<file path="src/rtl/rtp_depacketizer.sv">
// Receive-side IPv4/UDP/RTP parser: validates the 40-byte header stack,
// streams payload bytes and latches RTP header fields per good packet.
module rtp_depacketizer #(
    parameter logic [31:0] DEST_IP          = 32'h0A2A00FF,
    parameter logic [15:0] DEST_PORT        = 16'd2000,
    parameter logic [6:0]  PAYLOAD_TYPE     = 7'h1F,
    parameter logic [15:0] MAX_PACKET_BYTES = 16'd1500
) (
    input  logic        clk_in,
    input  logic        rst_n_in,
    input  logic [7:0]  data_in,
    input  logic        valid_in,
    input  logic        last_in,
    output logic [7:0]  payload_out,
    output logic        payload_valid_out,
    output logic        payload_last_out,
    output logic [15:0] rtp_seq_out,
    output logic [31:0] rtp_timestamp_out,
    output logic        rtp_marker_out,
    output logic [31:0] ssrc_out,
    output logic [15:0] payload_size_out,
    output logic        packet_done_out,
    output logic        packet_error_out,
    output logic        seq_gap_out
);

    typedef enum logic [2:0] {IDLE, IP_HDR, UDP_HDR, RTP_HDR, PAYLOAD, DROP} state_t;

    state_t      state;
    logic [15:0] cnt;
    logic [15:0] total_len;
    logic [15:0] last_idx;
    logic [15:0] len_now;
    logic [15:0] sh_seq;
    logic [31:0] sh_ts;
    logic [31:0] sh_ssrc;
    logic        sh_marker;
    logic        seq_armed;
    logic        in_hdr;
    logic        hdr_bad;

    assign last_idx = total_len - 16'd1;
    assign len_now  = {total_len[15:8], data_in};
    assign in_hdr   = (state == IDLE) || (state == IP_HDR) ||
                      (state == UDP_HDR) || (state == RTP_HDR);

    // cnt is the index of the byte currently on data_in (IDLE implies 0)
    always_comb begin
        hdr_bad = 1'b0;
        if (in_hdr) begin
            case (cnt)
                16'd0:   hdr_bad = (data_in != 8'h45);
                16'd3:   hdr_bad = (len_now < 16'd41) || (len_now > MAX_PACKET_BYTES);
                16'd9:   hdr_bad = (data_in != 8'h11);
                16'd16:  hdr_bad = (data_in != DEST_IP[31:24]);
                16'd17:  hdr_bad = (data_in != DEST_IP[23:16]);
                16'd18:  hdr_bad = (data_in != DEST_IP[15:8]);
                16'd19:  hdr_bad = (data_in != DEST_IP[7:0]);
                16'd22:  hdr_bad = (data_in != DEST_PORT[15:8]);
                16'd23:  hdr_bad = (data_in != DEST_PORT[7:0]);
                16'd28:  hdr_bad = (data_in[7:6] != 2'b10);
                16'd29:  hdr_bad = (data_in[6:0] != PAYLOAD_TYPE);
                default: hdr_bad = 1'b0;
            endcase
        end
    end

    always_ff @(posedge clk_in or negedge rst_n_in) begin
        if (!rst_n_in) begin
            state             <= IDLE;
            cnt               <= '0;
            total_len         <= '0;
            sh_seq            <= '0;
            sh_ts             <= '0;
            sh_ssrc           <= '0;
            sh_marker         <= 1'b0;
            seq_armed         <= 1'b0;
            payload_out       <= '0;
            payload_valid_out <= 1'b0;
            payload_last_out  <= 1'b0;
            rtp_seq_out       <= '0;
            rtp_timestamp_out <= '0;
            rtp_marker_out    <= 1'b0;
            ssrc_out          <= '0;
            payload_size_out  <= '0;
            packet_done_out   <= 1'b0;
            packet_error_out  <= 1'b0;
            seq_gap_out       <= 1'b0;
        end else begin
            payload_valid_out <= 1'b0;
            payload_last_out  <= 1'b0;
            packet_done_out   <= 1'b0;
            packet_error_out  <= 1'b0;
            seq_gap_out       <= 1'b0;
            if (valid_in) begin
                cnt <= cnt + 16'd1;
                if (in_hdr) begin
                    case (cnt)
                        16'd2:  total_len[15:8] <= data_in;
                        16'd3:  total_len[7:0]  <= data_in;
                        16'd29: sh_marker <= data_in[7];
                        16'd30, 16'd31: sh_seq <= {sh_seq[7:0], data_in};
                        16'd32, 16'd33, 16'd34, 16'd35: sh_ts <= {sh_ts[23:0], data_in};
                        16'd36, 16'd37, 16'd38, 16'd39: sh_ssrc <= {sh_ssrc[23:0], data_in};
                        default: ;
                    endcase
                    // total_len >= 41, so any last_in inside the header is early
                    if (last_in) begin
                        packet_error_out <= 1'b1;
                        state            <= IDLE;
                        cnt              <= '0;
                    end else if (hdr_bad) begin
                        state <= DROP;
                    end else if (cnt == 16'd19) begin
                        state <= UDP_HDR;
                    end else if (cnt == 16'd27) begin
                        state <= RTP_HDR;
                    end else if (cnt == 16'd39) begin
                        state <= PAYLOAD;
                    end else if (state == IDLE) begin
                        state <= IP_HDR;
                    end
                end else if (state == PAYLOAD) begin
                    payload_out       <= data_in;
                    payload_valid_out <= 1'b1;
                    if (cnt == last_idx) begin
                        if (last_in) begin
                            payload_last_out  <= 1'b1;
                            packet_done_out   <= 1'b1;
                            seq_gap_out       <= seq_armed && (sh_seq != rtp_seq_out + 16'd1);
                            seq_armed         <= 1'b1;
                            rtp_seq_out       <= sh_seq;
                            rtp_timestamp_out <= sh_ts;
                            rtp_marker_out    <= sh_marker;
                            ssrc_out          <= sh_ssrc;
                            payload_size_out  <= (total_len - 16'd40) << 3;
                            state             <= IDLE;
                            cnt               <= '0;
                        end else begin
                            state <= DROP;
                        end
                    end else if (last_in) begin
                        packet_error_out <= 1'b1;
                        state            <= IDLE;
                        cnt              <= '0;
                    end
                end else if (last_in) begin
                    packet_error_out <= 1'b1;
                    state            <= IDLE;
                    cnt              <= '0;
                end
            end
        end
    end

endmodule
</file>
<file path="config.mk">
export PLATFORM = sky130hd
export DESIGN_NAME = rtp_depacketizer
export DESIGN_NICKNAME = d
export VERILOG_FILES = /design/src/rtl/rtp_depacketizer.sv
export SDC_FILE = /design/constraint.sdc
export NUM_CORES = 1
export LEC_CHECK = 0
export CAP_MARGIN = 20
export CORE_ASPECT_RATIO = 1.2
export CORE_MARGIN = 4
export CORE_UTILIZATION = 45
export DETAILED_ROUTE_END_ITERATION = 8
export GPL_TIMING_DRIVEN = 0
export MAX_ROUTING_LAYER = met4
export PLACE_DENSITY = 0.66
export RECOVER_POWER = 50
export SYNTH_ARGS = -nofsm -noshare
export SYNTH_HDL_FRONTEND = slang
export SYNTH_SLANG_ARGS = --single-unit
</file>
<file path="constraint.sdc">
create_clock -name clk_in -period 7.69 [get_ports clk_in]
set_input_delay 1.538 -clock clk_in [delete_from_list [all_inputs] [get_ports clk_in]]
set_output_delay 1.538 -clock clk_in [all_outputs]
set_load 0.02 [all_outputs]
</file>
# Yosys cells after proc, flatten, opt, wreduce, memory -nomap -nowiden
# Cells that the tools add are included.
# word_totals
word_cells,115
ff_bits,223
inputBits,12
output_inout_bits,110
# classes
n_reduce_logical,20
order_cmp,2
addsub,4
mux,31
n_eq_ne,38
n_bitwise,1
# ops
op,count
"equality test 16 x 5 -> 1 bit, second input constant",11
"equality test 16 x 6 -> 1 bit, second input constant",8
two-way mux 3 bit,11
"adder 16 x 1 -> 16 bit, second input constant",2
"equality test 16 x 2 -> 1 bit, second input constant",2
AND reduction 3 bit,7
two-way mux 1 bit,18
equality test 16 bit,1
"equality test 16 x 4 -> 1 bit, second input constant",1
"> comparator 16 x 11 -> 1 bit, second input constant",1
zero test 16 bit,1
"< comparator 16 x 6 -> 1 bit, second input constant",1
two-way mux 16 bit,1
!= test 16 bit,1
"!= test 8 bit, second input constant",2
"subtractor 16 x 1 -> 16 bit, second input constant",1
"subtractor 13 x 6 -> 13 bit, second input constant",1
case mux 1 bit (11 select lines),1
"!= test 8 x 3 -> 1 bit, second input constant",1
"!= test 8 x 4 -> 1 bit, second input constant",1
"!= test 8 x 5 -> 1 bit, second input constant",1
"!= test 8 x 6 -> 1 bit, second input constant",1
"!= test 8 x 7 -> 1 bit, second input constant",1
nonzero test 8 bit,1
14 further kinds,19

# Depth between registers and ports, before layout
# Gate-level depths: netlist of the first run.
# depth
ltp_word,8
depth_mapped,11
ltp_nobuf,9

# Least setup slack after synthesis of the first run
# Ideal clock, no wire load.
# synth_timing
path_kind,reg-to-reg
startpoint,reg total_len[0]
endpoint,reg payload_size_out[5]
synth_period_minus_slack_ps,3445
arrival_time_ps,3318
path_stages_with_launch,11
required_time_ps,7562
path_buffers,2
slack_ps,4245
setup_ps,128
path_cell_list,dfrtp_1 -> inv_1 -> ha_1 -> or4b_1 -> or4_1 -> a2111o_1 -> a32o_1 -> a2111oi_4 -> buf_4 -> buf_6 -> mux2_1
# synth_between
elab_chain_len,3
word_cells_on_any_way,4
cone_classes,add/sub (2); eq/ne (1); reduce/logical (1)
# synth_lines
item,line,source
from (decl),31,logic [15:0] total_len;
from (signal assigned),100,16'd3: total_len[7:0] <= data_in;
subtractor 16 x 1 -> 16 bit,42,assign last_idx = total_len - 16'd1;
equality test 16 bit,126,if (cnt == last_idx) begin
AND reduction 5 bit (no line),-,
to (signal assigned),136,payload_size_out <= (total_len - 16'd40) << 3;
to (decl),21,"output logic [15:0] payload_size_out,"
# Parallel ways exist; a longest one is shown, timed or not.
# A chain may end at the register's enable or synchronous reset.

==> impl_metrics.tcl, run 1 <==
set metrics [dict create \
    ys_seq_area_frac 0.537 \
    ir_worst_vdd_uv 175 \
    cts_made_buffers 24 \
    run_status "complete, but fails checks" \
    track_usage 0.195 \
    syn_area_um2 10400 \
    cp_num_buf_inv 2 \
    die_y_um 175 \
    h-tree-depth 1 \
    place_ws_ns 3.09 \
    cts-root-buf "clkbuf_16" \
    worst_pin_slew_ns 2.31 \
    antenna_found_initial 0 \
    p_leak_nw 6.06 \
    grt_pass1_wl_um 39700 \
    postCtsSetupBuffers 0 \
    num_rows 60 \
    crit_family "buffers and inverters" \
    clk_pin_slew_ns 0.06 \
    crit_arrival_ns 4.87 \
    p_per_area_nw_per_um2 251 \
    syn_inst 849 \
    area_delta_synth_final_pct 23.8 \
    cp_data_required_time_ns 7.83 \
    hpwlAfterDp_um 17500 \
    power.internal_w 0.00228 \
    grt_setup_unrepaired "false" \
    slowest_delay_ns 1.84 \
    slew_headroom -0.540 \
    layout.nets 1015 \
    grt_overflow 0 \
    pwr-share-seq 0.403 \
    cts.repair.resized 0 \
    start_util 0.460 \
    setup_viol 0 \
    wirelength_um 24300 \
    fillers 1947 \
    core-area_um2 22600 \
    final_area_um2 12900 \
    drive_gt1_frac 0.212 \
    synth.distinct_cells 67 \
    drt_pass1_iterations 5 \
    insertion_delay_ns 0.53 \
    path_class "in2async" \
    die_w_um 147 \
    p_sw_w 0.000949 \
    synth_edf_count 0 \
    wl_per_cell_um 18.3 \
    comb_power_share 0.210 \
    synth_area_per_cell_um2 12.3 \
    finalCritPeriodShare 0.615 \
    power_frac_clock 0.387 \
    failed_checks "capacitance limit, slew limit" \
    synth_top_area_cell "dfrtp_1" \
    cts_buffer_depth 3 \
    maxCapViolCount 2 \
    place_congestion 0.898 \
    hp-class "reg2reg" \
    synth-seq-cells 223 \
    fin_skew_ns 0.0276 \
    grt_start_max_net_pins 95 \
    vias_per_cell 5.40 \
    detailed_place.area_um2 12000 \
    hold_violations 0 \
    synth_area_leaders "dfrtp_1, mux2_2, mux2_1" \
    cts.sinks 223 \
    switching_share 0.294 \
    numPortBuffers 116 \
    cts_tree "yes" \
    drt.antenna.violating_nets 0 \
    vias 7145 \
    num_antenna_cells 0 \
    ys_async_sr_fraction 1.00 \
    cp_cell_sequence "clkbuf_1 -> clkbuf_2" \
    synthDominantCellAreaShare 0.537 \
    ys.flop_type "dfrtp_1" \
    synth_warnings 0 \
    drc 0 \
    fmax_mhz 211 \
    dieArea_um2 25600 \
    drtIter0Drc 399 \
    worst_slack_ns 2.96 \
    critPathCaptureType "async pin" \
    grt_pass1_vias 7256 \
    cp-start-kind "input pin" \
    ioPinCount 122 \
    holdBufCountCts 0 \
    critPathMaxFanout 94 \
    slew_violations 132 \
    post-route-min-period_ns 4.73 \
    cp_slowest_cell "clkbuf_2" \
]
Yosys cell counts (11+ instances only):
| master | count |
|---|---|
| o21ai_0 | 25 |
| dfrtp_1 | 223 |
| clkbuf_1 | 37 |
| nor3_1 | 11 |
| nand2_1 | 40 |
| nor2_1 | 42 |
| xnor2_1 | 28 |
| nand4_1 | 11 |
| mux2_2 | 144 |
| inv_1 | 20 |
| nand3_1 | 23 |
| mux2_1 | 48 |
| xor2_1 | 27 |
| a21oi_1 | 16 |
worst paths after layout:
kind                                       start               endpoint  slack, ns  depth (start not counted)
setup / recovery                        rst_n_in  rtp_timestamp_out[10]       2.96                          2
hold / removal             rtp_timestamp_out[29]  rtp_timestamp_out[29]       0.48                          1
setup reg to reg                    total_len[3]   rtp_timestamp_out[0]       3.61                         11
hold reg to reg            rtp_timestamp_out[29]  rtp_timestamp_out[29]       0.48                          1
max in group clk_in                   data_in[3]               state[0]       3.54                          9
min in group asynchronous               rst_n_in             sh_ssrc[8]       1.57                          1
routing by layer:
layer	global-route usage	wire length, um	vias up
met1	0.260	10900	3587
li1	-	-	3345
met3	0.0261	923	37
met4	0.0439	461	0
met2	0.321	11900	176
met5	-	0	-
final cells by class:
class                           instances  area, um^2  area share
Buffer                                 53         260      0.0202
Clock buffer                           29         669      0.0520
Clock inverter                         15         218      0.0169
Inverter                               20        75.1     0.00583
Multi-Input combinational cell        555        4490       0.349
Sequential cell                       223        5580       0.433
Tap cell                              310         388      0.0301
Timing Repair Buffer                  119        1190      0.0925
per-stage QoR:
| step | util | total power (W) | setup TNS [ns] | std cells | hold slack [ns] |
|---|---|---|---|---|---|
| CTS | 0.571 | 0.00326 | 0 | 1323 | 0.483 |
| detailed placement | 0.532 | 0.00200 | 0 | 1279 | 0.467 |
| global placement | 0.529 | 0.00198 | -971.26 | 1277 | 0.459 |
| floorplan | - | 0.00177 | 0 | 851 | 0.440 |
| finish | 0.570 | 0.00323 | 0 | 1324 | 0.476 |
| global route | 0.570 | 0.00338 | 0 | 1324 | 0.505 |
cell usage in the layout, fill, tap and decap left out, types with 4 or more instances in the layout:
| cell | netlist | routed |
|---|---|---|
| a21o_1 | 5 | 5 |
| a21oi_1 | 16 | 16 |
| a31oi_1 | 7 | 7 |
| and3_1 | 6 | 6 |
| buf_2 | 4 | 4 |
| buf_4 | 5 | 5 |
| buf_6 | 5 | 5 |
| bufinv_16 | 0 | 4 |
| clkbuf_1 | 37 | 40 |
| clkbuf_16 | 0 | 24 |
| clkbuf_8 | 0 | 5 |
| clkdlybuf4s50_1 | 0 | 90 |
| clkinvlp_4 | 0 | 5 |
| dfrtp_1 | 223 | 223 |
| dlygate4sd3_1 | 0 | 25 |
| ha_1 | 7 | 7 |
| inv_1 | 20 | 20 |
| mux2_1 | 48 | 48 |
| mux2_2 | 144 | 144 |
| mux2i_1 | 4 | 4 |
| nand2_1 | 40 | 40 |
| nand2b_1 | 5 | 5 |
| nand3_1 | 23 | 23 |
| nand4_1 | 11 | 11 |
| nor2_1 | 42 | 42 |
| nor2b_1 | 7 | 7 |
| nor3_1 | 11 | 11 |
| nor3b_1 | 9 | 9 |
| nor4_1 | 10 | 10 |
| o21ai_0 | 25 | 25 |
| o22ai_1 | 4 | 4 |
| or2_2 | 6 | 6 |
| or3_1 | 7 | 7 |
| or4_1 | 5 | 5 |
| xnor2_1 | 28 | 28 |
| xor2_1 | 27 | 27 |
flip-flops by register name, summed over array words and instances, names as in the netlist, 3 cells and up:
signal,count
rtp_timestamp_out,32
sh_ssrc,32
sh_ts,32
ssrc_out,32
cnt,16
rtp_seq_out,16
sh_seq,16
total_len,16
payload_size_out,13
payload_out,8
state,3
logic make-up (layout without fill, tap and decap cells):
family / count (synthesis) / count (layout) / synth area share
other: 1 / 3 / 0.000361
XOR/XNOR: 55 / 55 / 0.0463
AND/OR/NAND/NOR: 199 / 199 / 0.101
flip-flops: 223 / 223 / 0.537
adder cells (fa/ha/maj): 7 / 7 / 0.00842
multiplexers: 196 / 196 / 0.212
buffers and inverters: 73 / 236 / 0.0322
AO/OA/AOI/OAI: 95 / 95 / 0.0635
power by group through the flow:
stage | clock network [W] | registers, W | logic [W]
after global placement | 0 | 0.00132 | 0.000664
final | 0.00125 | 0.00130 | 0.000678
after CTS | 0.00129 | 0.00130 | 0.000679
after detailed placement | 0 | 0.00132 | 0.000675
after floorplan | 0 | 0.00134 | 0.000433
after global routing | 0.00133 | 0.00131 | 0.000738
(Power assumes the default switching activity.)
==> run 2: changes to the inputs <==
==> constraint.sdc (replaced) <==
create_clock -name clk_in -period 4.5 [get_ports clk_in]
set_input_delay 0.9 -clock clk_in [delete_from_list [all_inputs] [get_ports clk_in]]
set_output_delay 0.9 -clock clk_in [all_outputs]
set_load 0.02 [all_outputs]
==> impl_metrics.tcl, run 2 (synthesized netlist as in run 1, its figures left out) <==
set metrics [dict create \
    slew_violations 38 \
    placed_cells 1279 \
    grt_overflow 0 \
    worst_pin_slew_ns 1.99 \
    most-common-layout-cells "dfrtp_1, mux2_2, clkdlybuf4s50_1" \
    maxCapViolCount 1 \
    r2r_slack_ns 0.42 \
    layout.nets 1015 \
    area_delta_synth_final_pct 23.8 \
    p_leak_nw 6.11 \
    wl_per_cell_um 18.3 \
    setup_viol 0 \
    wirelength_um 24200 \
    finalCritPeriodShare 0.907 \
    r2r_start "total_len[3]" \
    cts.sinks 223 \
    slew_headroom -0.327 \
    grt_setup_unrepaired "false" \
    critPathCaptureType "register" \
    drc 0 \
    hold_path.startpoint "rtp_timestamp_out[29]" \
    hp-class "reg2reg" \
    grt_pass1_vias 7256 \
    hpwlAfterDp_um 17500 \
    track_usage 0.195 \
    total_power_w 0.00551 \
    grt_pass1_wl_um 39700 \
    num_antenna_cells 0 \
    path_class "reg2reg" \
    fillers 1946 \
    clk_pin_slew_ns 0.07 \
    place_congestion 0.898 \
    holdBufCountCts 0 \
    grt_start_max_net_pins 95 \
    numPortBuffers 116 \
    hold_violations 0 \
    run_status "complete, but fails checks" \
    cts_tree "yes" \
    crit_arrival_ns 4.47 \
    postCtsSetupBuffers 0 \
    cts_buffer_depth 3 \
    p_per_area_nw_per_um2 428 \
    h-tree-depth 1 \
    min_to "rtp_timestamp_out[29]" \
    vias_per_cell 5.38 \
    vias 7119 \
    cts-root-buf "clkbuf_16" \
    cp_data_required_time_ns 4.89 \
    critPathMaxFanout 10 \
    r2r-end "rtp_timestamp_out[0]" \
    drtIter0Drc 399 \
    failed_checks "capacitance limit, slew limit" \
    ioPinCount 122 \
    antenna_found_initial 0 \
    drive_gt1_frac 0.213 \
    layout_commonest_cell "dfrtp_1" \
    dieArea_um2 25600 \
    post-route-min-period_ns 4.08 \
    insertion_delay_ns 0.53 \
    fin_skew_ns 0.0272 \
    ff2ff_path_depth 11 \
    drt_pass1_iterations 5 \
    drt.antenna.violating_nets 0 \
    holdPathStages 1 \
    num_rows 60 \
    cts.repair.resized 0 \
    cts_made_buffers 24 \
    start_util 0.460 \
    core-area_um2 22600 \
    die_y_um 175 \
    stdcell_count 1324 \
    die_w_um 147 \
    cp-start-kind "register" \
    fmax_mhz 245 \
    ir_worst_vdd_uv 299 \
]
-- run 2: cell count changes in the layout (fill, tap and decap cells not counted) --
cell | previous run | this run
clkbuf_4 | 0 | 1
clkbuf_1 | 40 | 39
buf_2 | 4 | 5
and2_1 | 3 | 4
clkdlybuf4s50_1 | 90 | 77
clkbuf_2 | 1 | 0
dlygate4sd3_1 | 25 | 38
and2_0 | 1 | 0
-- run 2: cell type report --
| cell class | instances | area [um^2] | share of cell area |
|---|---|---|---|
| Sequential cell | 223 | 5580 | 0.433 |
| Multi-Input combinational cell | 555 | 4490 | 0.349 |
| Timing Repair Buffer | 119 | 1190 | 0.0928 |
| Clock buffer | 29 | 669 | 0.0520 |
| Tap cell | 310 | 388 | 0.0301 |
| Buffer | 53 | 260 | 0.0202 |
| Clock inverter | 15 | 218 | 0.0169 |
| Inverter | 20 | 75.1 | 0.00583 |
-- run 2: metrics by stage --
| step | hold slack (ns) | worst slack, ns | utilization | TNS [ns] | cell area (um^2) |
|---|---|---|---|---|---|
| 2_1_floorplan | 0.440 | 1.05 | - | 0 | 10400 |
| 3_3_place_gp | 0.459 | -6.93 | 0.529 | -1540.35 | 12000 |
| 3_5_place_dp | 0.467 | 0.471 | 0.532 | 0 | 12000 |
| 4_1_cts | 0.241 | 0.455 | 0.571 | 0 | 12900 |
| 5_1_grt | 0.505 | 0.244 | 0.570 | 0 | 12900 |
| 6_report | 0.476 | 0.420 | 0.570 | 0 | 12900 |
-- run 2: power by group --
| part | switching [W] | internal [W] |
|---|---|---|
| combinational | 0.000691 | 0.000463 |
| sequential | 0.0000958 | 0.00213 |
| clock | 0.000834 | 0.00130 |
-- run 2: worst max path at each step --
stage	start	end	slack, ns	depth (start not counted)
after floorplan	total_len[0]	payload_size_out[5]	1.05	10
after detailed placement	total_len[0]	rtp_timestamp_out[0]	0.47	10
after global routing	cnt[12]	sh_seq[11]	0.24	8
after CTS	total_len[0]	rtp_timestamp_out[0]	0.45	10
after global placement	rst_n_in	rtp_timestamp_out[21]	-6.93	1
final	total_len[3]	rtp_timestamp_out[0]	0.42	11
-- run 2: critical path: stages, from the launching register on --
cell,delay [ns]
dfrtp_1,0.45
inv_1,0.16
ha_1,0.22
nor3b_1,0.67
nand4_1,0.21
xnor2_1,0.20
a211o_1,0.26
or3_1,0.42
a2111oi_4,0.49
buf_4,0.33
buf_6,0.20
mux2_1,0.34
-- run 2: routing by layer --
layer / vias up / track usage / routed length (um) / share of wire
met2: 162 / 0.321 / 11900 / 0.49
met1: 3571 / 0.260 / 11000 / 0.45
li1: 3347 / - / - / -
met3: 39 / 0.0261 / 875 / 0.036
met4: 0 / 0.0439 / 466 / 0.019
met5: - / - / 0 / 0
==> run 3: changes to the inputs <==
--- a/config.mk
+++ b/config.mk
@@ -7,7 +7,7 @@
 export LEC_CHECK = 0
 export CAP_MARGIN = 20
 export CORE_ASPECT_RATIO = 1.2
-export CORE_MARGIN = 4
+export CORE_MARGIN = 2
 export CORE_UTILIZATION = 45
 export DETAILED_ROUTE_END_ITERATION = 8
 export GPL_TIMING_DRIVEN = 0
==> impl_metrics.tcl, run 3 (synthesized netlist as in run 1, its figures left out) <==
set metrics [dict create \
    fin_skew_ns 0.0112 \
    start_util 0.460 \
    place_congestion 0.902 \
    multi_input_area_um2 4490 \
    grt_overflow 0 \
    critPathCaptureType "register" \
    cts_buffer_depth 3 \
    seqCellArea_um2 5580 \
    drt.antenna.violating_nets 0 \
    cts-root-buf "clkbuf_16" \
    h-tree-depth 1 \
    track_usage 0.212 \
    drt_pass1_iterations 5 \
    place_ws_ns 0.385 \
    finalCritPeriodShare 0.918 \
    holdBufCountCts 0 \
    worst_pin_slew_ns 2.71 \
    layout_commonest_cell "dfrtp_1" \
    critPathMaxFanout 10 \
    wirelength_um 24000 \
    num_antenna_cells 0 \
    placed_cells 1279 \
    numPortBuffers 116 \
    p_per_area_nw_per_um2 414 \
    failed_checks "capacitance limit, slew limit" \
    die_y_um 171 \
    p_leak_nw 6.06 \
    grt_setup_unrepaired "false" \
    maxCapViolCount 1 \
    cts.sinks 223 \
    drc 0 \
    wl_per_cell_um 18.2 \
    run_status "complete, but fails checks" \
    ir_worst_vdd_uv 282 \
    dieArea_um2 24400 \
    hpwlAfterDp_um 17100 \
    postCtsSetupBuffers 0 \
    setup_viol 0 \
    cp_num_buf_inv 3 \
    antenna_found_initial 0 \
    slowest_delay_ns 0.69 \
    grt_pass1_wl_um 39600 \
    fmax_mhz 242 \
    cts.repair.resized 0 \
    vias_per_cell 5.39 \
    cp_data_required_time_ns 4.88 \
    hold_path.startpoint "rtp_timestamp_out[28]" \
    r2r_slack_ns 0.37 \
    drive_gt1_frac 0.209 \
    drtIter0Drc 390 \
    cts_tree "yes" \
    core-area_um2 22600 \
    grt_start_max_net_pins 118 \
    slew_violations 107 \
    ioPinCount 122 \
    worst_slack_ns 0.368 \
    r2r-end "rtp_timestamp_out[2]" \
    most-common-layout-cells "dfrtp_1, mux2_2, clkdlybuf4s50_1" \
    crit_family "simple AND/OR/NAND/NOR gates" \
    insertion_delay_ns 0.51 \
    ff2ff_path_depth 11 \
    vias 7110 \
    hp-class "reg2reg" \
    hold_violations 0 \
    clk_pin_slew_ns 0.07 \
    hold_slack_ns 0.475 \
    cp_cell_sequence "inv_1 -> ha_1 -> nor3b_1 -> nand4_1 -> xnor2_1 -> a211o_1 -> or3_1 -> a2111oi_4 -> buf_4 -> buf_6 -> mux2_1" \
    fillers 1925 \
    num_rows 60 \
    cp-start-kind "register" \
    area_delta_synth_final_pct 22.6 \
    grt_pass1_vias 7185 \
    final_core_util 0.564 \
    slew_headroom -0.804 \
    path_class "reg2reg" \
    cts_made_buffers 24 \
    stdcell_count 1320 \
    die_w_um 143 \
    holdPathStages 1 \
    r2r_start "total_len[3]" \
    min_to "rtp_timestamp_out[28]" \
    total_power_w 0.00527 \
    crit_start "total_len[3]" \
    post-route-min-period_ns 4.13 \
    layout.nets 1014 \
    cp_slowest_cell "nor3b_1" \
    crit_arrival_ns 4.51 \
]
[run 3: changes by cell type in the layout (fill, tap and decap cells not counted), sizes merged]
cell,before,now
clkbuf,69,70
inv,21,23
clkinv,5,3
clkinvlp,5,4
bufinv,4,0
[run 3: cell type report]
cell class | instances | share of cell area
Inverter | 20 | 0.00589
Clock inverter | 10 | 0.00579
Tap cell | 310 | 0.0304
Buffer | 53 | 0.0204
Clock buffer | 31 | 0.0540
Timing Repair Buffer | 118 | 0.0932
Multi-Input combinational cell | 555 | 0.352
Sequential cell | 223 | 0.438
[run 3: worst reg2reg max path, cell delays in order, from the launching register on]
cell	delay [ns]
dfrtp_1	0.46
inv_1	0.15
ha_1	0.23
nor3b_1	0.69
nand4_1	0.20
xnor2_1	0.20
a211o_1	0.26
or3_1	0.42
a2111oi_4	0.51
buf_4	0.33
buf_6	0.20
mux2_1	0.34
[run 3: power breakdown]
group	total [W]	switching [W]	internal, W
logic	0.00116	0.000691	0.000468
registers	0.00223	0.000101	0.00213
clock network	0.00189	0.000803	0.00108
total	0.00527	0.00159	0.00368
[run 3: worst max path at each step]
| stage | endpoint | slack [ns] | cells after the start |
|---|---|---|---|
| 6_report | rtp_timestamp_out[2] | 0.37 | 11 |
| 5_1_grt | rtp_timestamp_out[5] | 0.12 | 10 |
| 4_1_cts | rtp_timestamp_out[2] | 0.36 | 11 |
| 3_5_place_dp | rtp_timestamp_out[2] | 0.39 | 11 |
| 3_3_place_gp | rtp_timestamp_out[25] | -6.99 | 1 |
| 2_1_floorplan | payload_size_out[5] | 1.05 | 10 |
[run 3: through the flow]
| stage | setup TNS, ns | area (um^2) |
|---|---|---|
| floorplan | 0 | 10400 |
| finish | 0 | 12700 |
| CTS | 0 | 12800 |
| global placement | -1551.26 | 12000 |
| detailed placement | 0 | 12000 |
| global route | 0 | 12700 |
[run 3: per-layer routing]
metal  up-vias  GRT usage  share of wire
li1       3341          -              -
met1      3583      0.285           0.45
met2       150      0.343           0.49
met3        36     0.0255          0.035
met4         0     0.0551          0.023
met5         -          -              0
==> edit: new RTL, flow settings as in run 2 <==
Compare `cnt` against `16'd27` with >= in place of ==.
--- a/src/rtl/rtp_depacketizer.sv
+++ b/src/rtl/rtp_depacketizer.sv
@@ -115,3 +115,3 @@
                         state <= UDP_HDR;
-                    end else if (cnt == 16'd27) begin
+                    end else if (cnt >= 16'd27) begin
                         state <= RTP_HDR;
Check against the original RTL: no difference found for any inputs over 4 cycles, from zero or initial values and one cycle with rst_n_in low; that may be too few to reach the edited logic, so the function may still have changed.
==> edit against run 2 <==
  * The flow still finishes with violations (max-capacitance violations, max-slew violations)
  * Synthesized area rose by 1.7%
  * Clock power decreased by 8%
  * Hold slack lost 3.0 ps
  * Sequential cell count stayed put
  * Critical path depth rose by 1
  * Setup slack gained 560 ps
  * Cell area is 0.38% higher
  * Total power shrank 3.0%
  * Wire length is 1.5% higher
  * Sequential share of layout area is 0.16 points lower
  * Critical endpoint is now payload_size_out[5]$_DFFE_PN0P_
==> edit: results <==
set metrics [dict create \
    finalCriticalPeriod_ps 3522 \
    pre_cts_slack_ps 565.9 \
    synthCells 847 \
    wl_um 24560 \
    clk_latency_ps 530 \
    finalSetupViolCount 0 \
    worstHoldPathCells 1 \
    yosys-top-cells-area "dfrtp_1, mux2_2, mux2_4, xnor2_1, nor2_1" \
    worstSetupStartpoint "total_len[0]$_DFFE_PN0P_" \
    postCtsSetupBuffers 0 \
    yosys-top-cells-count "dfrtp_1, mux2_2, nor2_1" \
    status "complete, but fails checks" \
    grt_max_degree 117 \
    synth_cell_types 65 \
    viasPerCell 5.351 \
    drv_slew 116 \
    drt-initial-drc-count 324 \
    max_cap_violations 1 \
    hp-start "seq_armed$_DFFE_PN0P_" \
    nets 1009 \
    p_leak_uw 0.006150 \
    slew_headroom_pct -91.60 \
    yosysSeqAreaShare_pct 52.77 \
    cts_buffers 24 \
    arrival_ps 3920 \
    fill_cells 1977 \
    synthArstFlopShare_pct 100.0 \
    dp.cells 1279 \
    grt_pass1_wl_um 40140 \
    peakVddDrop_mv 0.2742 \
    antenna_cells 0 \
    dr.pass1.iters 5 \
    grt_usage_pct 19.66 \
    ff2ff_setup_slack_ps 980 \
    rr_worst_depth 12 \
    skew_ps 20.41 \
    routabilityCongestion 0.9306 \
    slowest_stage "dfrtp_1" \
    grt_antenna_before_repair 0 \
    num_vias 7074 \
    io_buffers 114 \
    yosys_warnings 0 \
    violations "max-capacitance violations, max-slew violations" \
    hold_class "reg2reg" \
    grt_pass1_vias 7032 \
    drive_gt1_share_pct 26.71 \
    critPathMaxStageDelay_ps 490 \
    hpwl_um 17150 \
    cts_max_level 1 \
    clk_pin_slew_ps 60 \
]
==> edit: cell count changes after synthesis, sizes merged, moves of 7 or more <==
cell / change
xnor2: +10
clkbuf: -10
nand2b: +7
nor2: +8
buf: +8
a21oi: +10
==> edit: path summary, 6_finish.rpt <==
path	to
setup / recovery	payload_size_out[5]$_DFFE_PN0P_
hold / removal	seq_armed$_DFFE_PN0P_
setup reg to reg	payload_size_out[5]$_DFFE_PN0P_
hold reg to reg	seq_armed$_DFFE_PN0P_
max in group asynchronous	state[0]$_DFFE_PN0P_
min in group asynchronous	rtp_timestamp_out[24]$_DFFE_PN0P_
==> edit: metrics by stage <==
step	hold WS (ps)	instance area, um2
floorplan	435.0	10580
global placement	457.9	12120
detailed placement	468.6	12150
CTS	478.9	12940
global route	506.9	12930
finish	473.4	12930
==> edit: logic make-up (layout without fill, tap and decap cells) <==
kind of cell	count (synthesis)	after routing	share of synthesized area, %
and+or+nand+nor	203	203	10.27
buffers and inverters	72	230	3.325
xor gates and xnor gates	59	59	4.887
adders and majority gates	7	7	0.8283
muxes	201	201	23.04
DFF	223	223	52.77
other	1	3	0.03546
AOI/OAI and AO/OA	81	81	4.840
==> edit: report_power, final <==
group / leakage (uW) / internal [uW] / switching, uW
clock network: 0.000384 / 1150 / 818
logic: 0.00270 / 490 / 629
registers: 0.00307 / 2120 / 133
==> edit: area by class of cell <==
| cell class | instances | share of cell area, % |
|---|---|---|
| clock inverters | 11 | 0.9872 |
| plain buffers | 51 | 2.110 |
| well taps | 315 | 3.049 |
| multi-input cells | 554 | 35.97 |
| repair buffers | 115 | 9.001 |
| flip-flops and latches | 223 | 43.17 |
| clock buffers | 32 | 5.110 |
| inverters | 21 | 0.6098 |
==> edit: routing by layer <==
layer | GRT usage, % | vias to the layer above | wire length, um
met5 | - | - | 0
met4 | 4.043 | 0 | 372
met3 | 2.555 | 36 | 1089
met2 | 32.45 | 175 | 12140
met1 | 26.45 | 3572 | 10950
li1 | - | 3291 | -
==> edit: worst register-to-register path, stage by stage, from the launching register on <==
cell and delay, ps:
dfrtp_1 490, inv_1 100, ha_1 200, or3b_1 410
xnor2_1 280, nand4_1 220, nor3_1 250, nand4_1 130
nor3_2 320, nand2_1 270, buf_6 240, buf_6 180
mux2_4 310
